<file path="config.mk">
export PLATFORM = sky130hd
export DESIGN_NAME = bcd_scan_counter
export DESIGN_NICKNAME = d
export VERILOG_FILES = /design/src/rtl/bcd_scan_counter.sv
export SDC_FILE = /design/constraint.sdc
export NUM_CORES = 1
export LEC_CHECK = 0
export BUFFER_PORTS_ARGS = -buffer_cell sky130_fd_sc_hd__buf_2
export CORE_MARGIN = 5
export CORE_UTILIZATION = 37
export DETAILED_ROUTE_END_ITERATION = 8
export GPL_ROUTABILITY_DRIVEN = 1
export PLACE_DENSITY = 0.61
export SYNTH_ARGS = -nofsm -noshare
export SYNTH_HDL_FRONTEND = slang
export SYNTH_SLANG_ARGS = --single-unit
</file>
<file path="constraint.sdc">
create_clock -name clk -period 3.3 [get_ports clk]
set_input_delay 0.33 -clock clk [delete_from_list [all_inputs] [get_ports clk]]
set_output_delay 0.33 -clock clk [all_outputs]
set_load 0.05 [all_outputs]
</file>
<file path="src/rtl/bcd_scan_counter.sv">
// N-digit BCD up/down counter with programmable prescaler, wrap/saturate limit
// handling, terminal-count pulse and a multiplexed active-low 7-segment driver.
module bcd_scan_counter #(
   parameter int NUM_DIGITS  = 8,
   parameter int DIV_W       = 27,
   parameter int REFRESH_DIV = 6250,
   parameter int SEL_W       = 3
) (
   input  logic                    clk,
   input  logic                    reset,
   input  logic                    en,
   input  logic                    up_down,
   input  logic                    sat_mode,
   input  logic                    load,
   input  logic [SEL_W-1:0]        load_sel,
   input  logic [3:0]              load_val,
   input  logic [DIV_W-1:0]        div_val,
   input  logic                    blank_lz,
   output logic [4*NUM_DIGITS-1:0] count,
   output logic                    tc,
   output logic [NUM_DIGITS-1:0]   an,
   output logic [6:0]              seg,
   output logic                    dp
);

   localparam int REF_W = (REFRESH_DIV > 1) ? $clog2(REFRESH_DIV) : 1;
   localparam int IDX_W = (NUM_DIGITS > 1) ? $clog2(NUM_DIGITS) : 1;
   localparam logic [REF_W-1:0] REF_LAST = REF_W'(REFRESH_DIV - 1);
   localparam logic [IDX_W-1:0] IDX_LAST = IDX_W'(NUM_DIGITS - 1);

   logic [DIV_W-1:0]        pre;
   logic                    tick;
   logic [4*NUM_DIGITS-1:0] step_cnt;
   logic [4*NUM_DIGITS-1:0] load_cnt;
   logic                    at_limit;
   logic [3:0]              load_digit;
   logic [REF_W-1:0]        ref_cnt;
   logic [IDX_W-1:0]        scan_idx;
   logic [NUM_DIGITS:0]     lead_zero;
   logic [3:0]              cur_digit;
   logic                    cur_blank;

   assign dp         = 1'b1;
   assign tick       = en && (pre == div_val);
   assign load_digit = (load_val > 4'd9) ? 4'd9 : load_val;

   function automatic logic [6:0] seg_decode(input logic [3:0] d);
      logic [6:0] s;
      case (d)
         4'd0:    s = 7'b0000001;
         4'd1:    s = 7'b1001111;
         4'd2:    s = 7'b0010010;
         4'd3:    s = 7'b0000110;
         4'd4:    s = 7'b1001100;
         4'd5:    s = 7'b0100100;
         4'd6:    s = 7'b0100000;
         4'd7:    s = 7'b0001111;
         4'd8:    s = 7'b0000000;
         4'd9:    s = 7'b0000100;
         default: s = 7'b1111111;
      endcase
      return s;
   endfunction

   // Single-cycle ripple: a carry/borrow surviving past the top digit means
   // the whole counter sat at its terminal value for this direction.
   always_comb begin
      // NOTE: combinational blocks use blocking '=' and assign every output a
      // default first, so the loop reads updated values and no latch is inferred.
      step_cnt = count;
      at_limit = 1'b1;
      for (int i = 0; i < NUM_DIGITS; i++) begin
         if (at_limit) begin
            if (up_down) begin
               if (count[4*i +: 4] == 4'd9) begin
                  step_cnt[4*i +: 4] = 4'd0;
               end else begin
                  step_cnt[4*i +: 4] = count[4*i +: 4] + 4'd1;
                  at_limit = 1'b0;
               end
            end else begin
               if (count[4*i +: 4] == 4'd0) begin
                  step_cnt[4*i +: 4] = 4'd9;
               end else begin
                  step_cnt[4*i +: 4] = count[4*i +: 4] - 4'd1;
                  at_limit = 1'b0;
               end
            end
         end
      end
   end

   // Out-of-range load_sel matches no digit, so the load leaves count unchanged.
   always_comb begin
      load_cnt = count;
      for (int i = 0; i < NUM_DIGITS; i++) begin
         if (int'(load_sel) == i) load_cnt[4*i +: 4] = load_digit;
      end
   end

   always_comb begin
      lead_zero = '1;
      for (int i = NUM_DIGITS - 1; i >= 0; i--) begin
         lead_zero[i] = lead_zero[i+1] && (count[4*i +: 4] == 4'd0);
      end
   end

   always_comb begin
      cur_digit = count[3:0];
      cur_blank = 1'b0;
      for (int i = 0; i < NUM_DIGITS; i++) begin
         if (scan_idx == IDX_W'(i)) begin
            cur_digit = count[4*i +: 4];
            cur_blank = blank_lz && (i > 0) && lead_zero[i];
         end
      end
   end

   always_ff @(posedge clk) begin
      // NOTE: sequential state uses non-blocking '<=' so every register
      // samples pre-edge values regardless of statement order.
      if (!reset) begin
         pre   <= '0;
         count <= '0;
         tc    <= 1'b0;
      end else begin
         tc <= 1'b0;
         if (en) pre <= (pre == div_val) ? '0 : pre + DIV_W'(1);
         if (load) begin
            count <= load_cnt;
         end else if (tick) begin
            tc <= at_limit;
            if (!(at_limit && sat_mode)) count <= step_cnt;
         end
      end
   end

   // an and seg both follow the registered scan index, so they switch together.
   always_ff @(posedge clk) begin
      if (!reset) begin
         ref_cnt  <= '0;
         scan_idx <= '0;
         an       <= '1;
         seg      <= 7'b1111111;
      end else begin
         if (ref_cnt == REF_LAST) begin
            ref_cnt  <= '0;
            scan_idx <= (scan_idx == IDX_LAST) ? '0 : scan_idx + IDX_W'(1);
         end else begin
            ref_cnt <= ref_cnt + REF_W'(1);
         end
         an  <= ~(NUM_DIGITS'(1) << scan_idx);
         seg <= cur_blank ? 7'b1111111 : seg_decode(cur_digit);
      end
   end

endmodule

</file>
# == Yosys cells after proc, flatten, opt, wreduce, memory -nomap -nowiden ==
# Memories as Yosys holds them, arrays and structs flattened. A register that Yosys moved wholly into a read port is not among the register bits.
# Index checks and enable logic that the tools add are counted.
# classes
n_reduce_logical,43
n_shift,1
n_eq_ne,33
n_addsub,19
bitwise,3
order_cmp,1
muxes,90
# op_table
operator,count
4-bit two-way mux,47
32-bit two-way mux,3
1-bit two-way mux,38
4-bit by 1-bit adder with 4-bit output (second input constant),8
4-bit equality test (second input constant),8
4-bit zero test,8
4-bit by 1-bit subtractor with 4-bit output (second input constant),8
4-bit AND reduction,7
27-bit by 1-bit adder with 27-bit output (second input constant),1
27-bit equality test,1
27-bit two-way mux,1
3-bit equality test (second input constant),8
2-bit by 1-bit inequality test with 1-bit output (second input constant),8
2-bit nonzero test,8
1-bit logical AND,15
13-bit by 1-bit adder with 13-bit output (second input constant),1
13-bit equality test (second input constant),1
3-bit by 2-bit equality test with 1-bit output (second input constant),4
8-bit NOT,1
1-bit by 3-bit left shift with 8-bit output (first input constant),1
3-bit by 1-bit equality test with 1-bit output (second input constant),2
4-bit greater-than comparator (second input constant),1
2-bit OR reduction,2
3-bit by 1-bit adder with 3-bit output (second input constant),1
6 further kinds,7
# totals
rom_bits,112
mem_count,1
reg_bits,84
input_bits,41
output_inout_bits,49
elab_cells,204
# memory_table
memory,words,word_bits,read_ports,rd_clocked_by_memory_dff,wr,line_no,text
(no name shown),16,7,1,1,0,49,case (d)

# == Longest topological paths before layout ==
# Gate-level depths: netlist (run 1).
# depth
depth_word,16
ltp_mapped,14
mapped_depth_nobuf,11

# == Least setup slack after synthesis (run 1) ==
# OpenSTA, ideal clock, no wires.
# synth_path
path_kind,reg2reg
from,register scan_idx[2]
to,register seg[6]
stages_incl_launch_ff,15
n_path_buf,3
arrival_time_ns,2.742
setup_time_ns,0.147
slack_ns,0.411
synth_period_minus_slack_ns,2.889
t_required_ns,3.153
cell_sequence,dfxtp_1 > clkbuf_1 > clkbuf_1 > inv_1 > ha_1 > clkbuf_1 > inv_1 > o21ai_0 > a2bb2oi_1 > o21ai_0 > inv_1 > ha_1 > nor3b_1 > and3b_1 > o21ai_0
# synth_via
elab_chain_cells,9
word_cells_on_any_way,22
cone_classes,eq/ne (7); mux (14); reduce/logical (1)
# synth_lines
element,line_no,text
"start, declared",38,logic [IDX_W-1:0] scan_idx;
"start signal, assigned",148,scan_idx <= (scan_idx == IDX_LAST) ? '0 : scan_idx + IDX_W'(1);
3-bit by 1-bit equality test with 1-bit output,112,if (scan_idx == IDX_W'(i)) begin
1-bit two-way mux (7 in series),112,
2-bit OR reduction (no line),-,
"end, declared",22,"output logic [6:0] seg,"
# Several ways; a longest one is shown, not always the timed one.
# A chain may end at the register's enable or synchronous reset.

# == Worst setup path after layout (run 1) ==
# layout_path
from,register scan_idx[1]
to,register seg[6]
# The elaborated chain is that of the path after synthesis.

==> results by stage, run 1 <==
Critical path:
- Across all register-to-register paths, the minimum setup slack is about 0.43 ns.
- The type of the worst setup path is flip-flop to flip-flop.
- In this run the critical register-to-register path is launched from scan_idx[1]$_SDFFE_PN0P_.
- The top cell family by delay on the critical path is simple AND/OR/NAND/NOR gates.
- The largest incremental delay on the critical path is just under 0.5 ns.
- For this design, the slowest cell found on the critical path is or3b_2.
- STA classifies the critical path startpoint as a flip-flop.
- The cell count along the critical path is 11.
- The depth of the worst register-to-register path is 11.
- Along the worst path, the maximum fanout reaches 13.
- Data on the critical path arrives at its endpoint at 3.16 ns.
- In this run the worst setup path begins at scan_idx[1]$_SDFFE_PN0P_.
- The type of element capturing the critical path is a flip-flop.
- The endpoint identified for the worst register-to-register timing path is seg[6]$_SDFF_PP1_.
- The critical path endpoint is seg[6]$_SDFF_PP1_.
- Traced cell by cell, the critical path runs through inv_1 -> ha_1 -> or3b_2 -> o2111ai_1 -> a31oi_1 -> a221o_1 -> inv_1 -> ha_1 -> nor3b_1 -> and3b_1 -> o21ai_0.
- Together, buffers and inverters on the worst path number 2.
- The data required time of the critical path is 3.59 ns.

Synthesis:
- Sequential cells were found to cover 27.89% of the synthesized design area.
- The fraction of post-synthesis cell area in the top cell type by area is 27.89%.
- The flip-flop cell with the highest count after synthesis is dfxtp_1.
- The count of warnings emitted by yosys is 0.
- By count the netlist is led by nor2_1 (95), dfxtp_1 (91), nand2_1 (90).
- Ranked by total cell area, the synthesized netlist is headed by dfxtp_1 (28%), xor2_1 (6.2%), nor2_1 (5.5%).
- Summed over all instances, the cell type with the most area after synthesis is dfxtp_1.
- Counting every instance in the synthesized netlist gives 888.
- The net count after synthesis is 944.
- After synthesis, the share of flip-flops with an asynchronous set or reset is 0%.
- The per-instance average area after synthesis is 7.356 um2.
- The number of different library cells in the post-synthesis netlist is slightly below 70.
- The most common cell in the synthesized netlist is nor2_1.
- Counting flops with a built-in enable in the synthesized netlist gives 0.
- The mapped cell area is between 0.006 and 0.007 mm2.
- After synthesis the netlist holds a flip-flop and latch count of around 90.

Global routing:
- In the global route stage, overall resource usage came out at 18.63%.
- The leftover overflow at the end of global routing is 0.
- The maximum number of pins on one net before global-route repair is 55.
- The initial antenna violation count came to 0.
- The first-pass GRT wire length is 30.73 mm.
- The via count of the first global-routing pass was just under 6000.

Routing:
- The first-iteration detailed-routing DRC count is 505.
- The detail route stage leaves a number of antenna-violating nets equal to 0.
- The ratio of routed vias to standard cells is ~5.6.
- Summed over all layers, the routed wires come to 19.18 mm.
- For this run, design rule violations remaining after detail routing come to 0.
- The first TritonRoute pass finished after 5 iterations.
- The routed layout has 6483 vias.
- The post-detailed-route wirelength per cell is 16.51 um.

STA:
- The worst hold slack across all endpoints is 0.3547 ns.
- The largest clock skew in the final design is 0.01295 ns.
- The final number of hold-violating endpoints is 0.
- For the pin with the worst max-slew slack, the measured transition is 0.7945 ns.
- The normalized max-slew margin is roughly 47%.
- Setup repair after global routing left no endpoint under its margin.
- The count of final max-slew check failures came to 0.
- For the finished layout, the period the worst path requires is ~2.9 ns.
- Derived from the worst setup path, the maximum achievable clock frequency is around 350 MHz.
- The total of endpoints with negative setup slack in the final report is 0.
- The worst path uses 87.09% of the clock period.
- Adding up every negative setup slack in the final design gives 0 ns.

Floorplan:
- The initial utilization of the core area, before any placement, comes to a little under two fifths.
- The die outline area is 0.02041 mm2.
- The number of core rows is between 40 and 50.
- The chip width is approximately 140 um.
- The area inside the core boundary is 0.01730 mm2.
- 90 I/O pins were placed.
- The y dimension of the die is 142.9 um.

Cells and area:
- The final-stage net count is roughly 990.
- The count of antenna diodes in the layout is 0.
- The layout-stage area growth over the synthesis result is 13.56%.
- In the final layout, the share of cells above drive strength 1 is between 15 and 20%.
- Summing all non-filler instances in the final layout gives an area of about 0.0074 mm2.
- The finished layout holds 1162 standard cells, fillers aside.
- Measured on the finished design, the core utilization comes to 42.89%.

CTS:
- The number of clock buffers inserted by TritonCTS is 9.
- Gates resized during post-CTS repair numbered 0.
- The root buffer cell chosen for the clock tree is clkbuf_16.
- The H-tree was split into 3 levels.
- The TritonCTS clock tree is done.
- The count of buffers added by post-CTS timing repair for setup is 0.
- In this run, post-CTS hold repair placed 0 buffers.
- The count of clock tree sinks is 91.
- After clock tree synthesis, the clock-pin slew on the worst setup and hold paths is approximately 0.070 ns.
- For the worst-skew pair, the clock arrives at the later sink with an insertion delay of 0.36 ns.
- The clock passes through at most 2 buffers.

Placed design:
- Summing all placed instances gives a cell area of 0.007117 mm2.
- The count of placed standard cells including taps is 1147.
- The routability-driven placement congestion ratio is 0.8913.
- The HPWL after detailed placement is 13.58 mm.
- The count of buffers from port buffering is 88.

Worst hold path:
- In this run the worst hold path is classified as input pin to flip-flop.
- The cell depth of the worst min-delay path is 3.

Outcome:
- The run finished with clean final reports.

Power and ir drop:
- In this run the power density over the cells is 361.1 mW/mm2.
- The leakage dissipation is between 0.002 and 0.003 uW.
- The highest ir drop seen on vdd is 244.1 uV.

Flow run:
- The count of maximum capacitance violations is 0.
-- per-layer routing --
metal | vias up | part of all wire (%) | track usage, % | wire, um
li1 | 3261 | - | - | -
met1 | 3035 | 46 | 24.88 | 8750
met2 | 162 | 47 | 30.91 | 8996
met3 | 25 | 5.5 | 2.612 | 1052
met4 | 0 | 2.0 | 6.353 | 383
met5 | - | 0 | 0 | 0
-- sequential cells by signal, indices dropped and copies added, names as in the netlist --
signal    flops
count        32
pre          27
ref_cnt      13
an            8
seg           7
scan_idx      3
tc            1
-- metrics by stage --
| step | power, uW | setup WS (ns) |
|---|---|---|
| after detailed placement | 1624 | 0.4668 |
| after floorplan | 1493 | 0.4108 |
| final | 2679 | 0.4260 |
| after global placement | 1621 | 0.5110 |
| after CTS | 2710 | 0.4373 |
| after global routing | 2797 | 0.1800 |
-- cells by family after synthesis --
| family | count (synthesis) | share of synthesized area (%) |
|---|---|---|
| XOR/XNOR | 78 | 10.46 |
| adder cells (fa/ha/maj) | 15 | 2.873 |
| buffers and inverters | 102 | 6.072 |
| AND/OR/NAND/NOR | 382 | 29.25 |
| AO/OA/AOI/OAI | 200 | 20.46 |
| multiplexers | 19 | 2.950 |
| other | 1 | 0.05741 |
| flip-flops | 91 | 27.89 |
-- cell usage in the layout, fill, tap and decap left out, types with 7 or more instances in the layout --
cell type and n:
o211ai_1 11, or3_1 11, inv_1 27, mux2i_1 17, nor4_1 17, xnor2_1 32, and2_1 7, nor3_1 38
nor2b_1 7, and4_1 8, nand2_1 90, buf_4 21, nand2b_1 10, clkbuf_16 9, a21oi_1 41, nand3_1 39
a211oi_1 10, dfxtp_1 91, a31oi_1 17, ha_1 15, o21ai_0 52, xor2_1 46, a311oi_1 9, nand4_1 13
nand3b_1 11, nor2_1 95, buf_2 88, and3_1 13
-- cell type report --
| cell class | instances | area [um2] |
|---|---|---|
| clock buffer | 10 | 239.0 |
| inverter | 27 | 101.3 |
| multi-input combinational | 695 | 4314 |
| clock inverter | 5 | 62.56 |
| sequential | 91 | 1822 |
| timing repair buffer | 109 | 598.1 |
| fill | 1832 | 9878 |
| tap | 225 | 281.5 |
-- how the worst min path moves through the flow --
stage | start | to | slack [ns]
3_5_place_dp | ref_cnt[0]$_SDFF_PP0_ | ref_cnt[0]$_SDFF_PP0_ | 0.48
2_1_floorplan | ref_cnt[0]$_SDFF_PP0_ | ref_cnt[0]$_SDFF_PP0_ | 0.45
4_1_cts | en | pre[1]$_SDFFE_PN0P_ | 0.34
3_3_place_gp | ref_cnt[0]$_SDFF_PP0_ | ref_cnt[0]$_SDFF_PP0_ | 0.47
5_1_grt | en | pre[1]$_SDFFE_PN0P_ | 0.37
6_report | load_sel[2] | count[12]$_SDFFE_PN0P_ | 0.35
-- power by group --
group / internal [uW] / switching, uW
registers: 1120 / 52.2
clock network: 608 / 469
logic: 147 / 279
total: 1880 / 800
-- worst register-to-register path: stages, from the launching register on --
cell	delay, ns
dfxtp_1	0.34
inv_1	0.09
ha_1	0.45
or3b_2	0.50
o2111ai_1	0.12
a31oi_1	0.11
a221o_1	0.37
inv_1	0.13
ha_1	0.14
nor3b_1	0.24
and3b_1	0.20
o21ai_0	0.12
(Power assumes the default switching activity.)
==> run 2, diff against run 1 <==
--- a/config.mk
+++ b/config.mk
@@ -11,6 +11,7 @@
 export DETAILED_ROUTE_END_ITERATION = 8
 export GPL_ROUTABILITY_DRIVEN = 1
 export PLACE_DENSITY = 0.61
+export REMOVE_ABC_BUFFERS = 1
 export SYNTH_ARGS = -nofsm -noshare
 export SYNTH_HDL_FRONTEND = slang
 export SYNTH_SLANG_ARGS = --single-unit
==> run 2 against run 1 <==
Design area fell by 0.32%. Wire length fell by 1.0%. Via count did not move. Largest cell class unchanged. Highest routed layer unchanged.
==> results by stage, run 2 (synthesis results as in run 1) <==
Cells and area:
- The largest registers in the layout are count x32, pre x27, ref_cnt x13.
- The post-route netlist has 15.38% of its cells at a drive strength greater than 1.
- The layout-stage area growth over the synthesis result is 13.20%.
- The top cell types in the final layout, fill and taps aside, are nor2_1 (95), dfxtp_1 (91), nand2_1 (90).
- The register with the most flip-flops in the layout has 32 of them.
- The final-stage net count is slightly below 1000.
- The count of antenna diodes in the layout is 0.
- Leaving out fill and tap cells, the most frequent cell in the layout is nor2_1.
- The most flop-heavy register is count.
- Leaving out filler cells and counting taps, the final layout contains 1161.

CTS:
- In this run the post-CTS setup repair buffer count came out at 0.
- In this run, post-CTS hold repair placed 0 buffers.
- The deepest level of the CTS H-tree is 3.
- The number of clock buffers added by TritonCTS is 9.
- The number of gates resized after CTS was 0.
- TritonCTS built the clock tree.
- The later pin in the worst-skew pair is clocked with a latency of around 0.36 ns.
- The root cell of the clock tree is clkbuf_16.
- The maximum buffer depth of the clock tree is 2.
- The CTS clock-pin slew for the worst setup and hold paths is ~0.08 ns.
- CTS saw 91 sinks.

Critical path:
- The setup slack of the worst register-to-register path is 0.42 ns.
- STA classifies the critical path endpoint as a flip-flop.
- The maximum fanout along the worst path is 13.
- The worst setup path is launched from a flip-flop.
- The type of the worst setup path is flip-flop to flip-flop.
- The data required time of the critical path is 3.58 ns.
- At the worst endpoint, the arrival time is 3.17 ns.

STA:
- The achievable clock frequency is between 300 and 400 MHz.
- The total of endpoints with negative setup slack in the final report is 0.
- The slew at the pin with the worst max-slew slack is 0.9343 ns.
- For the finished layout, the period the worst path requires is 2.883 ns.
- Measured against its own limit, the worst slew margin works out to a little under two fifths.
- Between clock sinks in the finished design, the worst skew comes to roughly 0.0089 ns.
- The count of final max-slew check failures is 0.
- Setup repair after global routing left no endpoint under its margin.
- Across all setup checks in the final design, the least slack found is approximately 0.42 ns.
- For the final routed database, the setup TNS stands at 0 ns.
- The post-route clock period utilization is about 87%.
- Across all hold checks on the routed design, the worst slack comes to between 0.3 and 0.4 ns.
- The final number of hold-violating endpoints is 0.

Floorplan:
- The starting utilization of the core area is 37.77%.
- The die outline area is a little over 0.02 mm2.
- The initialized floorplan defines 48 standard-cell rows.
- 90 I/O pins were placed.
- From bottom edge to top edge, the die measures 142.9 um.
- The area inside the core boundary is 0.01730 mm2.
- The chip width is 142.9 um.

Outcome:
- The flow ran to the end, and the final reports show no timing, DRC or antenna violations.

Power and ir drop:
- Dividing total power by cell area gives a power density of 359.4 mW/mm2.
- The highest ir drop seen on vdd is around 240 uV.
- Summed over all cells, the static leakage comes to roughly 0.0029 uW.

Routing:
- The first-iteration detailed-routing DRC count is 549.
- After detailed routing, the number of remaining DRC violations is 0.
- For this block, the via count after detailed routing is 6483.
- For this block, the routed nets add up to 18.98 mm of wire.
- The post-detailed-route wirelength per cell is 16.35 um.
- The number of detailed-routing iterations run before antenna repair is 5.
- Using the TritonRoute via totals, the vias-per-cell ratio works out to between 5 and 6.
- The post-detailed-route count of antenna-violating nets is 0.

Global routing:
- The leftover overflow at the end of global routing is 0.
- Entering global routing, the biggest net connects 55 pins.
- The first-pass GRT wire length is around 31 mm.
- The initial antenna violation count is 0.
- For this run, the total global-route usage over all layers was measured as 18.41%.
- The via count of the first global-routing pass came to 5831.

Placed design:
- The count of buffers from port buffering is 88.
- The count of placed standard cells including taps is 1145.
- At the placement stage, the worst setup path has a slack of 0.4670 ns.
- The routability-driven placement congestion ratio is 0.9096.
- The half-perimeter wire length after detailed placement is 13.61 mm.

Flow run:
- Across the run, the number of max-cap violations was 0.

Worst hold path:
- The worst hold path class is input pin to flip-flop.
[run 2: changes by cell type in the layout (fill, tap and decap cells not counted), sizes merged]
| cell | before | now |
|---|---|---|
| clkbuf | 10 | 9 |
| inv | 28 | 32 |
| clkinvlp | 2 | 1 |
| bufinv | 1 | 0 |
| buf | 109 | 107 |
[run 2: worst paths after layout]
path / startpoint / endpoint / cells after the start
worst max register to register: scan_idx[1]$_SDFFE_PN0P_ / seg[6]$_SDFF_PP1_ / 11
worst max-delay path: scan_idx[1]$_SDFFE_PN0P_ / seg[6]$_SDFF_PP1_ / 11
worst min register to register: ref_cnt[0]$_SDFF_PP0_ / ref_cnt[0]$_SDFF_PP0_ / 1
worst min-delay path: load_sel[2] / count[12]$_SDFFE_PN0P_ / 3
[run 2: layer usage]
metal | global-route usage, % | wire length (um)
met1 | 24.98 | 8751
met2 | 30.02 | 8743
met3 | 3.282 | 1192
met4 | 5.303 | 296
met5 | 0 | 0
[run 2: cell type report]
class / instances / area (um2)
fillers: 1813 / 9902
multi-input cells: 695 / 4314
flip-flops and latches: 91 / 1822
repair buffers: 107 / 583.1
well taps: 225 / 281.5
clock buffers: 9 / 225.2
inverters: 27 / 101.3
clock inverters: 7 / 67.56
[run 2: critical path, cell delays in order, from the launching register on]
cell and delay [ns]:
dfxtp_1 0.34, inv_1 0.09, ha_1 0.41, or3b_2 0.48
o2111ai_1 0.13, a31oi_1 0.12, a221o_1 0.38, inv_1 0.13
ha_1 0.15, nor3b_1 0.25, and3b_1 0.20, o21ai_0 0.12
[run 2: power breakdown]
part | leakage, uW | switching (uW) | internal [uW]
Combinational | 0.00200 | 271 | 146
Sequential | 0.000739 | 58.2 | 1120
Clock | 0.000142 | 524 | 535
Total | 0.00288 | 854 | 1800
[run 2: per-stage QoR]
| step | utilization (%) | power (uW) | cell area [um2] |
|---|---|---|---|
| after floorplan | - | 1455 | 6237 |
| after global placement | 41.06 | 1619 | 7102 |
| after detailed placement | 41.06 | 1621 | 7102 |
| after CTS | 42.75 | 2684 | 7395 |
| after global routing | 42.75 | 2777 | 7395 |
| final | 42.75 | 2658 | 7395 |
